$ cat src/rtl/motor_pkg.sv
// rtl/motor_pkg.sv - shared types, defaults and helpers for the motor ramp controller
//
// Purpose: state encoding, default widths, and the two small arithmetic helpers
// (symmetric saturation and sign comparison) used by motor_ramp_ctrl.
// Ports: none (package).

package motor_pkg;

   typedef enum logic [1:0] {
      ST_IDLE  = 2'd0,
      ST_RAMP  = 2'd1,
      ST_DEAD  = 2'd2,
      ST_ESTOP = 2'd3
   } motor_state_t;

   localparam int DW_DEFAULT     = 24;
   localparam int STEP_W_DEFAULT = 16;

   // Clamp v into the symmetric range +/-(2^(w-1)-1). The only value of a
   // w-bit signed word that falls outside it is the most negative one.
   function automatic logic signed [63:0] sat_sym(input logic signed [63:0] v,
                                                  input int w);
      logic signed [63:0] lim;
      lim = (64'sd1 <<< (w - 1)) - 64'sd1;
      if (v > lim)
         return lim;
      else if (v < -lim)
         return -lim;
      else
         return v;
   endfunction

   // True when a and b lie on opposite sides of zero (zero counts as positive).
   function automatic logic sign_differs(input logic signed [63:0] a,
                                         input logic signed [63:0] b);
      return (a < 0) != (b < 0);
   endfunction

endpackage

$ cat src/rtl/motor_tick_gen.sv
// rtl/motor_tick_gen.sv - free-running prescaler producing a one-cycle tick
//
// Purpose: modulo-TICK_DIV counter; tick is high on the cycle the counter
// equals TICK_DIV-1. Reusable by other chassis timing blocks.
// Ports:
//   clk   in  1  system clock
//   reset in  1  synchronous active-high reset (counter -> 0)
//   tick  out 1  one-cycle strobe every TICK_DIV clocks

module motor_tick_gen #(
   parameter int TICK_DIV = 1000
) (
   input  logic clk,
   input  logic reset,
   output logic tick
);

   localparam int CW = (TICK_DIV > 2) ? $clog2(TICK_DIV) : 1;

   logic [CW-1:0] cnt;

   assign tick = (cnt == CW'(TICK_DIV - 1));

   always_ff @(posedge clk) begin
      if (reset)
         cnt <= '0;
      else if (tick)
         cnt <= '0;
      else
         cnt <= cnt + CW'(1);
   end

endmodule

$ cat src/rtl/motor_ramp_ctrl.sv
// rtl/motor_ramp_ctrl.sv - slew-limited signed duty sequencer with dead time and estop
//
// Purpose: accepts signed speed targets, slews duty toward them by at most
// `step` per tick, inserts a zero-duty dead interval on every return to zero
// from nonzero, and overrides everything on estop.
// Optional feature: define MOTOR_WDOG_EN to enable the command watchdog.
// Ports:
//   clk       in  1       system clock
//   reset     in  1       synchronous active-high reset
//   cmd_valid in  1       speed command presented
//   cmd_ready out 1       command can be accepted (combinational from estop)
//   cmd_speed in  DW      signed target
//   step      in  STEP_W  max |delta duty| per tick
//   estop     in  1       emergency stop, level-sensitive
//   duty      out DW      registered signed duty
//   at_target out 1       duty == target and not in DEAD
//   state_o   out 2       current FSM state
//   fault     out 1       watchdog expired, sticky until next accept

module motor_ramp_ctrl
   import motor_pkg::*;
#(
   parameter int DW       = DW_DEFAULT,
   parameter int STEP_W   = STEP_W_DEFAULT,
   parameter int TICK_DIV = 1000,
   parameter int DEAD_CYC = 50000,
   parameter int WDOG_CYC = 5000000
) (
   input  logic                 clk,
   input  logic                 reset,
   input  logic                 cmd_valid,
   output logic                 cmd_ready,
   input  logic signed [DW-1:0] cmd_speed,
   input  logic [STEP_W-1:0]    step,
   input  logic                 estop,
   output logic signed [DW-1:0] duty,
   output logic                 at_target,
   output logic [1:0]           state_o,
   output logic                 fault
);

   localparam int DCW = $clog2(DEAD_CYC + 1);

   if (TICK_DIV < 2 || DEAD_CYC < 1 || WDOG_CYC < 1) begin : g_bad_cfg
      $error("motor_ramp_ctrl: invalid timing parameters");
   end

   motor_state_t          state, state_n;
   logic signed [DW-1:0]  target, target_n, duty_n;
   logic [DCW-1:0]        dead_cnt, dead_n;
   logic                  at_target_n;
   logic                  tick;
   logic                  accept;
   logic signed [DW-1:0]  cmd_clamped;
   logic signed [DW-1:0]  goal;
   logic [DW:0]           diff;
   logic [DW-1:0]         mag, step_d, delta;
   logic signed [DW-1:0]  ramp_duty;

   motor_tick_gen #(.TICK_DIV(TICK_DIV)) u_tick (
      .clk   (clk),
      .reset (reset),
      .tick  (tick)
   );

   assign cmd_ready   = !estop && (state != ST_ESTOP);
   assign accept      = cmd_valid && cmd_ready;
   assign cmd_clamped = DW'(sat_sym(64'(cmd_speed), DW));
   assign state_o     = state;

   // Any move that would cross zero first heads to zero, so a reversal
   // always passes through DEAD.
   assign goal = ((duty != '0) && ((target == '0) || sign_differs(64'(target), 64'(duty))))
                 ? '0 : target;

   // One extra bit keeps goal - duty exact for any pair of in-range values.
   assign diff      = {goal[DW-1], goal} - {duty[DW-1], duty};
   assign mag       = diff[DW] ? DW'(-diff) : DW'(diff);
   assign step_d    = DW'(step);
   assign delta     = (step_d < mag) ? step_d : mag;
   assign ramp_duty = diff[DW] ? (duty - delta) : (duty + delta);

`ifdef MOTOR_WDOG_EN
   localparam int WW = $clog2(WDOG_CYC + 1);
   logic [WW-1:0] wdog_cnt, wdog_n;
   logic          fault_r, fault_n;
   assign fault = fault_r;
`else
   assign fault = 1'b0;
`endif

   always_comb begin
      state_n  = state;
      duty_n   = duty;
      target_n = target;
      dead_n   = dead_cnt;

`ifdef MOTOR_WDOG_EN
      wdog_n  = wdog_cnt;
      fault_n = fault_r;
      if (accept) begin
         wdog_n  = '0;
         fault_n = 1'b0;
      end else if (wdog_cnt != WW'(WDOG_CYC)) begin
         wdog_n = wdog_cnt + WW'(1);
         if (wdog_cnt == WW'(WDOG_CYC - 1)) begin
            fault_n  = 1'b1;
            target_n = '0;
         end
      end
`endif

      if (estop) begin
         state_n  = ST_ESTOP;
         duty_n   = '0;
         target_n = '0;
         dead_n   = '0;
      end else begin
         case (state)
            ST_IDLE: begin
               if (accept) begin
                  target_n = cmd_clamped;
                  if (cmd_clamped != '0)
                     state_n = ST_RAMP;
               end
            end
            ST_RAMP: begin
               if (accept)
                  target_n = cmd_clamped;
               if (tick)
                  duty_n = ramp_duty;
               if (tick && (duty != '0) && (ramp_duty == '0)) begin
                  state_n = ST_DEAD;
                  dead_n  = '0;
               end else if ((duty == '0) && (target_n == '0)) begin
                  state_n = ST_IDLE;
               end
            end
            ST_DEAD: begin
               if (accept)
                  target_n = cmd_clamped;
               if (dead_cnt == DCW'(DEAD_CYC - 1)) begin
                  dead_n  = '0;
                  state_n = (target_n != '0) ? ST_RAMP : ST_IDLE;
               end else begin
                  dead_n = dead_cnt + DCW'(1);
               end
            end
            ST_ESTOP: begin
               // estop just released: restart the dead interval
               state_n = ST_DEAD;
               dead_n  = '0;
               duty_n  = '0;
            end
         endcase
      end

      at_target_n = (duty_n == target_n) && (state_n != ST_DEAD);
   end

   always_ff @(posedge clk) begin
      if (reset) begin
         state     <= ST_IDLE;
         duty      <= '0;
         target    <= '0;
         dead_cnt  <= '0;
         at_target <= 1'b1;
`ifdef MOTOR_WDOG_EN
         wdog_cnt  <= '0;
         fault_r   <= 1'b0;
`endif
      end else begin
         state     <= state_n;
         duty      <= duty_n;
         target    <= target_n;
         dead_cnt  <= dead_n;
         at_target <= at_target_n;
`ifdef MOTOR_WDOG_EN
         wdog_cnt  <= wdog_n;
         fault_r   <= fault_n;
`endif
      end
   end

endmodule

$ cat config.mk
export PLATFORM = sky130hd
export DESIGN_NAME = motor_ramp_ctrl
export DESIGN_NICKNAME = d
export VERILOG_FILES = /design/src/rtl/motor_pkg.sv /design/src/rtl/motor_tick_gen.sv /design/src/rtl/motor_ramp_ctrl.sv
export SDC_FILE = /design/constraint.sdc
export NUM_CORES = 1
export LEC_CHECK = 0
export BUFFER_PORTS_ARGS = -buffer_cell sky130_fd_sc_hd__buf_2
export CAP_MARGIN = 5
export CELL_PAD_IN_SITES_DETAIL_PLACEMENT = 1
export CELL_PAD_IN_SITES_GLOBAL_PLACEMENT = 2
export CORE_ASPECT_RATIO = 1.5
export CORE_MARGIN = 2
export CORE_UTILIZATION = 38
export DETAILED_ROUTE_END_ITERATION = 8
export PLACE_DENSITY = 0.86
export SETUP_SLACK_MARGIN = 0.2
export SLEW_MARGIN = 40
export SYNTH_ARGS = -nofsm -noshare
export SYNTH_HDL_FRONTEND = slang
export SYNTH_SLANG_ARGS = --single-unit
$ cat constraint.sdc
create_clock -name clk -period 18.3 [get_ports clk]
set_input_delay 1.83 -clock clk [delete_from_list [all_inputs] [get_ports clk]]
set_output_delay 1.83 -clock clk [all_outputs]
set_load 0.03 [all_outputs]
==> results.sh <==
export IMPL_area_growth_pct=10.5
export IMPL_status="finished, final reports clean"
export IMPL_slowest_delay_ns=0.64
export IMPL_rsz0062_at_grt="no"
export IMPL_r2r_start="duty[20]"
export IMPL_grt_pass1_wl_um=61100
export IMPL_synth_seq_cells=77
export IMPL_cp_arrival_ns=13.28
export IMPL_synth_flop_cell="dfxtp_1"
export IMPL_synth_area_um2=9420
export IMPL_maxSlewViolCount=0
export IMPL_row_count=70
export IMPL_required_ns=18.52
export IMPL_p_comb_frac=0.535
export IMPL_syn_area_per_cell_um2=7.03
export IMPL_ys_seq_area_frac=0.164
export IMPL_maxClockFrequency_mhz=76.6
export IMPL_cts_buffers=9
export IMPL_cap_violations=0
export IMPL_finClkSkew_ns=0.00904
export IMPL_fillers=3202
export IMPL_power_share_switching=0.442
export IMPL_switching_power_mw=0.366
export IMPL_p_leak_nw=4.10
export IMPL_crit_slowest_cell="or4b_1"
export IMPL_post_drt_wl_per_cell_um=23.0
export IMPL_grt_max_degree=49
export IMPL_crit_fanout=43
export IMPL_die_h_um=197
export IMPL_grt_pass1_vias=11000
export IMPL_dr_pass1_iters=5
export IMPL_synth_top_area_cell="dfxtp_1"
export IMPL_drtAntennaViolNets=0
export IMPL_synthCells=1340
export IMPL_cts_tree="done"
export IMPL_htreeDepth=3
export IMPL_cpMostUsedCell="nand2_1"
export IMPL_dpl_hpwl_um=31500
export IMPL_startpoint="duty[20]"
export IMPL_slew_headroom=0.444
export IMPL_wl_um=39100
export IMPL_r2r_end="dead_cnt[2]"
export IMPL_drive_gt1_frac=0.102
export IMPL_initial_utilization=0.387
export IMPL_setup_violations=0
export IMPL_core_um2=24300
export IMPL_syn_num_nets=1452
export IMPL_cts_setup_buffers=0
export IMPL_ff2ff_setup_slack_ns=5.25
export IMPL_synth_edf_count=0
export IMPL_final_hold_violation_count=0
export IMPL_yosysMostFrequentCell="nor2_1"
export IMPL_hold_path_class="reg -> reg"
export IMPL_design_area_um2=10400
export IMPL_grt_ovfl_total=0
export IMPL_ys_async_sr_fraction=0
export IMPL_antenna_found_initial=0
export IMPL_ctsHoldBuffers=0
export IMPL_clk_latency_ns=0.35
export IMPL_post_route_period_util=0.713
export IMPL_seqPwrFrac=0.210
export IMPL_ys_top_cells_by_area="dfxtp_1 16%, ha_1 8.8%, nor2_1 5.7%"
export IMPL_fin_tns_setup_ns=0
export IMPL_peakVddDrop_mv=0.0654
export IMPL_crit_type="reg -> reg"
export IMPL_place_gp_congestion=0.922
export IMPL_post_cts_resized=0
export IMPL_vias=10600
export IMPL_cts_sinks=77
export IMPL_ys_types=88
export IMPL_drc_errors=0
export IMPL_layout_min_cycle_time_ns=13.05
export IMPL_die_width_um=133
export IMPL_grt_total_usage=0.298
export IMPL_powerDensity_nw_per_um2=79.5
export IMPL_die_area_um2=26100
export IMPL_worst_setup_path_end_kind="register"
export IMPL_clkSlewWorstSetupHoldPaths_ns=0.06
export IMPL_synth_top_area_frac=0.164
export IMPL_vias_per_cell=6.21
export IMPL_io_buffers=71
export IMPL_clock_path_buffers=2
export IMPL_diodes=0
export IMPL_final_nets=1486
export IMPL_yosys_warnings=0
export IMPL_yosys_top_cells_count="144 x nor2_1, 111 x nand2_1, 102 x a21oi_1"
export IMPL_crit_end="dead_cnt[2]"
export IMPL_placed_area_um2=10000
export IMPL_internal_power_mw=0.462
export IMPL_drt_iter0_drc=602
export IMPL_r2r_cells=41
export IMPL_tightest_slew_ns=0.828
export IMPL_critPathLaunchType="register"
export IMPL_root_buffer="clkbuf_16"
export IMPL_clkPwrFrac=0.255
export IMPL_io_pins=73
## worst max-delay path, delay by kind of cell, from the launching register on
family | cells | cell delay (ns)
simple gates | 19 | 6.14
compound gates | 11 | 3.18
fa+ha+maj | 4 | 1.33
xor+xnor | 4 | 1.21
buf+inv | 3 | 0.63
flops | 1 | 0.40
## sequential cells by signal, summed over array words and instances, names as in the netlist
| name | cells |
|---|---|
| u_tick.cnt | 10 |
| dead_cnt | 16 |
| duty | 24 |
| at_target | 1 |
| target | 24 |
| state_o | 2 |
## worst min path at each step
stage                        startpoint             to  depth (start not counted)
after floorplan           u_tick.cnt[0]  u_tick.cnt[0]                          1
after global placement    u_tick.cnt[0]  u_tick.cnt[0]                          1
after detailed placement  u_tick.cnt[0]  u_tick.cnt[0]                          1
after CTS                 u_tick.cnt[0]  u_tick.cnt[0]                          1
after global routing      u_tick.cnt[0]  u_tick.cnt[0]                          1
final                     u_tick.cnt[0]  u_tick.cnt[0]                          1
## layout make-up
type / count / area [µm²] / share of cell area
Timing Repair Buffer: 90 / 493 / 0.0474
Clock buffer: 9 / 225 / 0.0216
Multi-Input combinational cell: 1139 / 7400 / 0.712
Tap cell: 324 / 405 / 0.0390
Inverter: 57 / 214 / 0.0206
Clock inverter: 7 / 123 / 0.0118
Sequential cell: 77 / 1540 / 0.148
## kinds of logic (layout without fill, tap and decap cells)
kind of cell	Yosys count	count (layout)	share of synthesized area
muxes	16	16	0.0173
and+or+nand+nor	592	592	0.327
other	1	1	0.000398
AOI/OAI and AO/OA	376	376	0.267
buffers and inverters	124	163	0.0508
adders and majority gates	69	69	0.0930
xor gates and xnor gates	85	85	0.0813
DFF	77	77	0.164
## routing by layer
metal / share of wire / track usage / vias to the layer above
li1: - / - / 5019
met1: 0.38 / 0.316 / 5186
met2: 0.54 / 0.578 / 263
met3: 0.025 / 0.0221 / 112
met4: 0.058 / 0.161 / 0
met5: 0 / 0 / -
## layout by cell type (no fill, tap or decap), types with 14 or more instances in the layout
| cell | n |
|---|---|
| nand2b_1 | 19 |
| nand4_1 | 27 |
| nor3_1 | 47 |
| a21o_1 | 21 |
| mux2i_1 | 14 |
| a22oi_1 | 20 |
| ha_1 | 66 |
| inv_1 | 57 |
| o22ai_1 | 15 |
| a211oi_1 | 14 |
| xnor2_1 | 53 |
| o21ai_0 | 62 |
| nor3b_1 | 25 |
| nand3_1 | 54 |
| a21oi_1 | 102 |
| nor2_1 | 144 |
| nand2_1 | 111 |
| or3_1 | 15 |
| nor4_1 | 31 |
| dfxtp_1 | 77 |
| buf_2 | 73 |
| xor2_1 | 30 |
| and2_1 | 42 |
| buf_4 | 17 |
| and3_1 | 16 |
## metrics by stage
| stage | hold slack (ns) | power (mW) | worst slack (ns) | utilization | std cells |
|---|---|---|---|---|---|
| floorplan | 0.426 | 0.483 | 6.24 | - | 1340 |
| global placement | 0.445 | 0.604 | 5.30 | 0.412 | 1684 |
| detailed placement | 0.450 | 0.612 | 5.37 | 0.413 | 1685 |
| CTS | 0.465 | 0.825 | 5.34 | 0.427 | 1701 |
| global route | 0.493 | 0.876 | 4.48 | 0.427 | 1703 |
| finish | 0.460 | 0.827 | 5.25 | 0.427 | 1703 |
## power groups by stage
stage	logic, mW	clock network [mW]	registers, mW
6_report	0.443	0.211	0.174
5_1_grt	0.483	0.219	0.174
4_1_cts	0.438	0.214	0.174
3_5_place_dp	0.435	0	0.177
3_3_place_gp	0.427	0	0.177
2_1_floorplan	0.305	0	0.178
(Power assumes the default switching activity.)
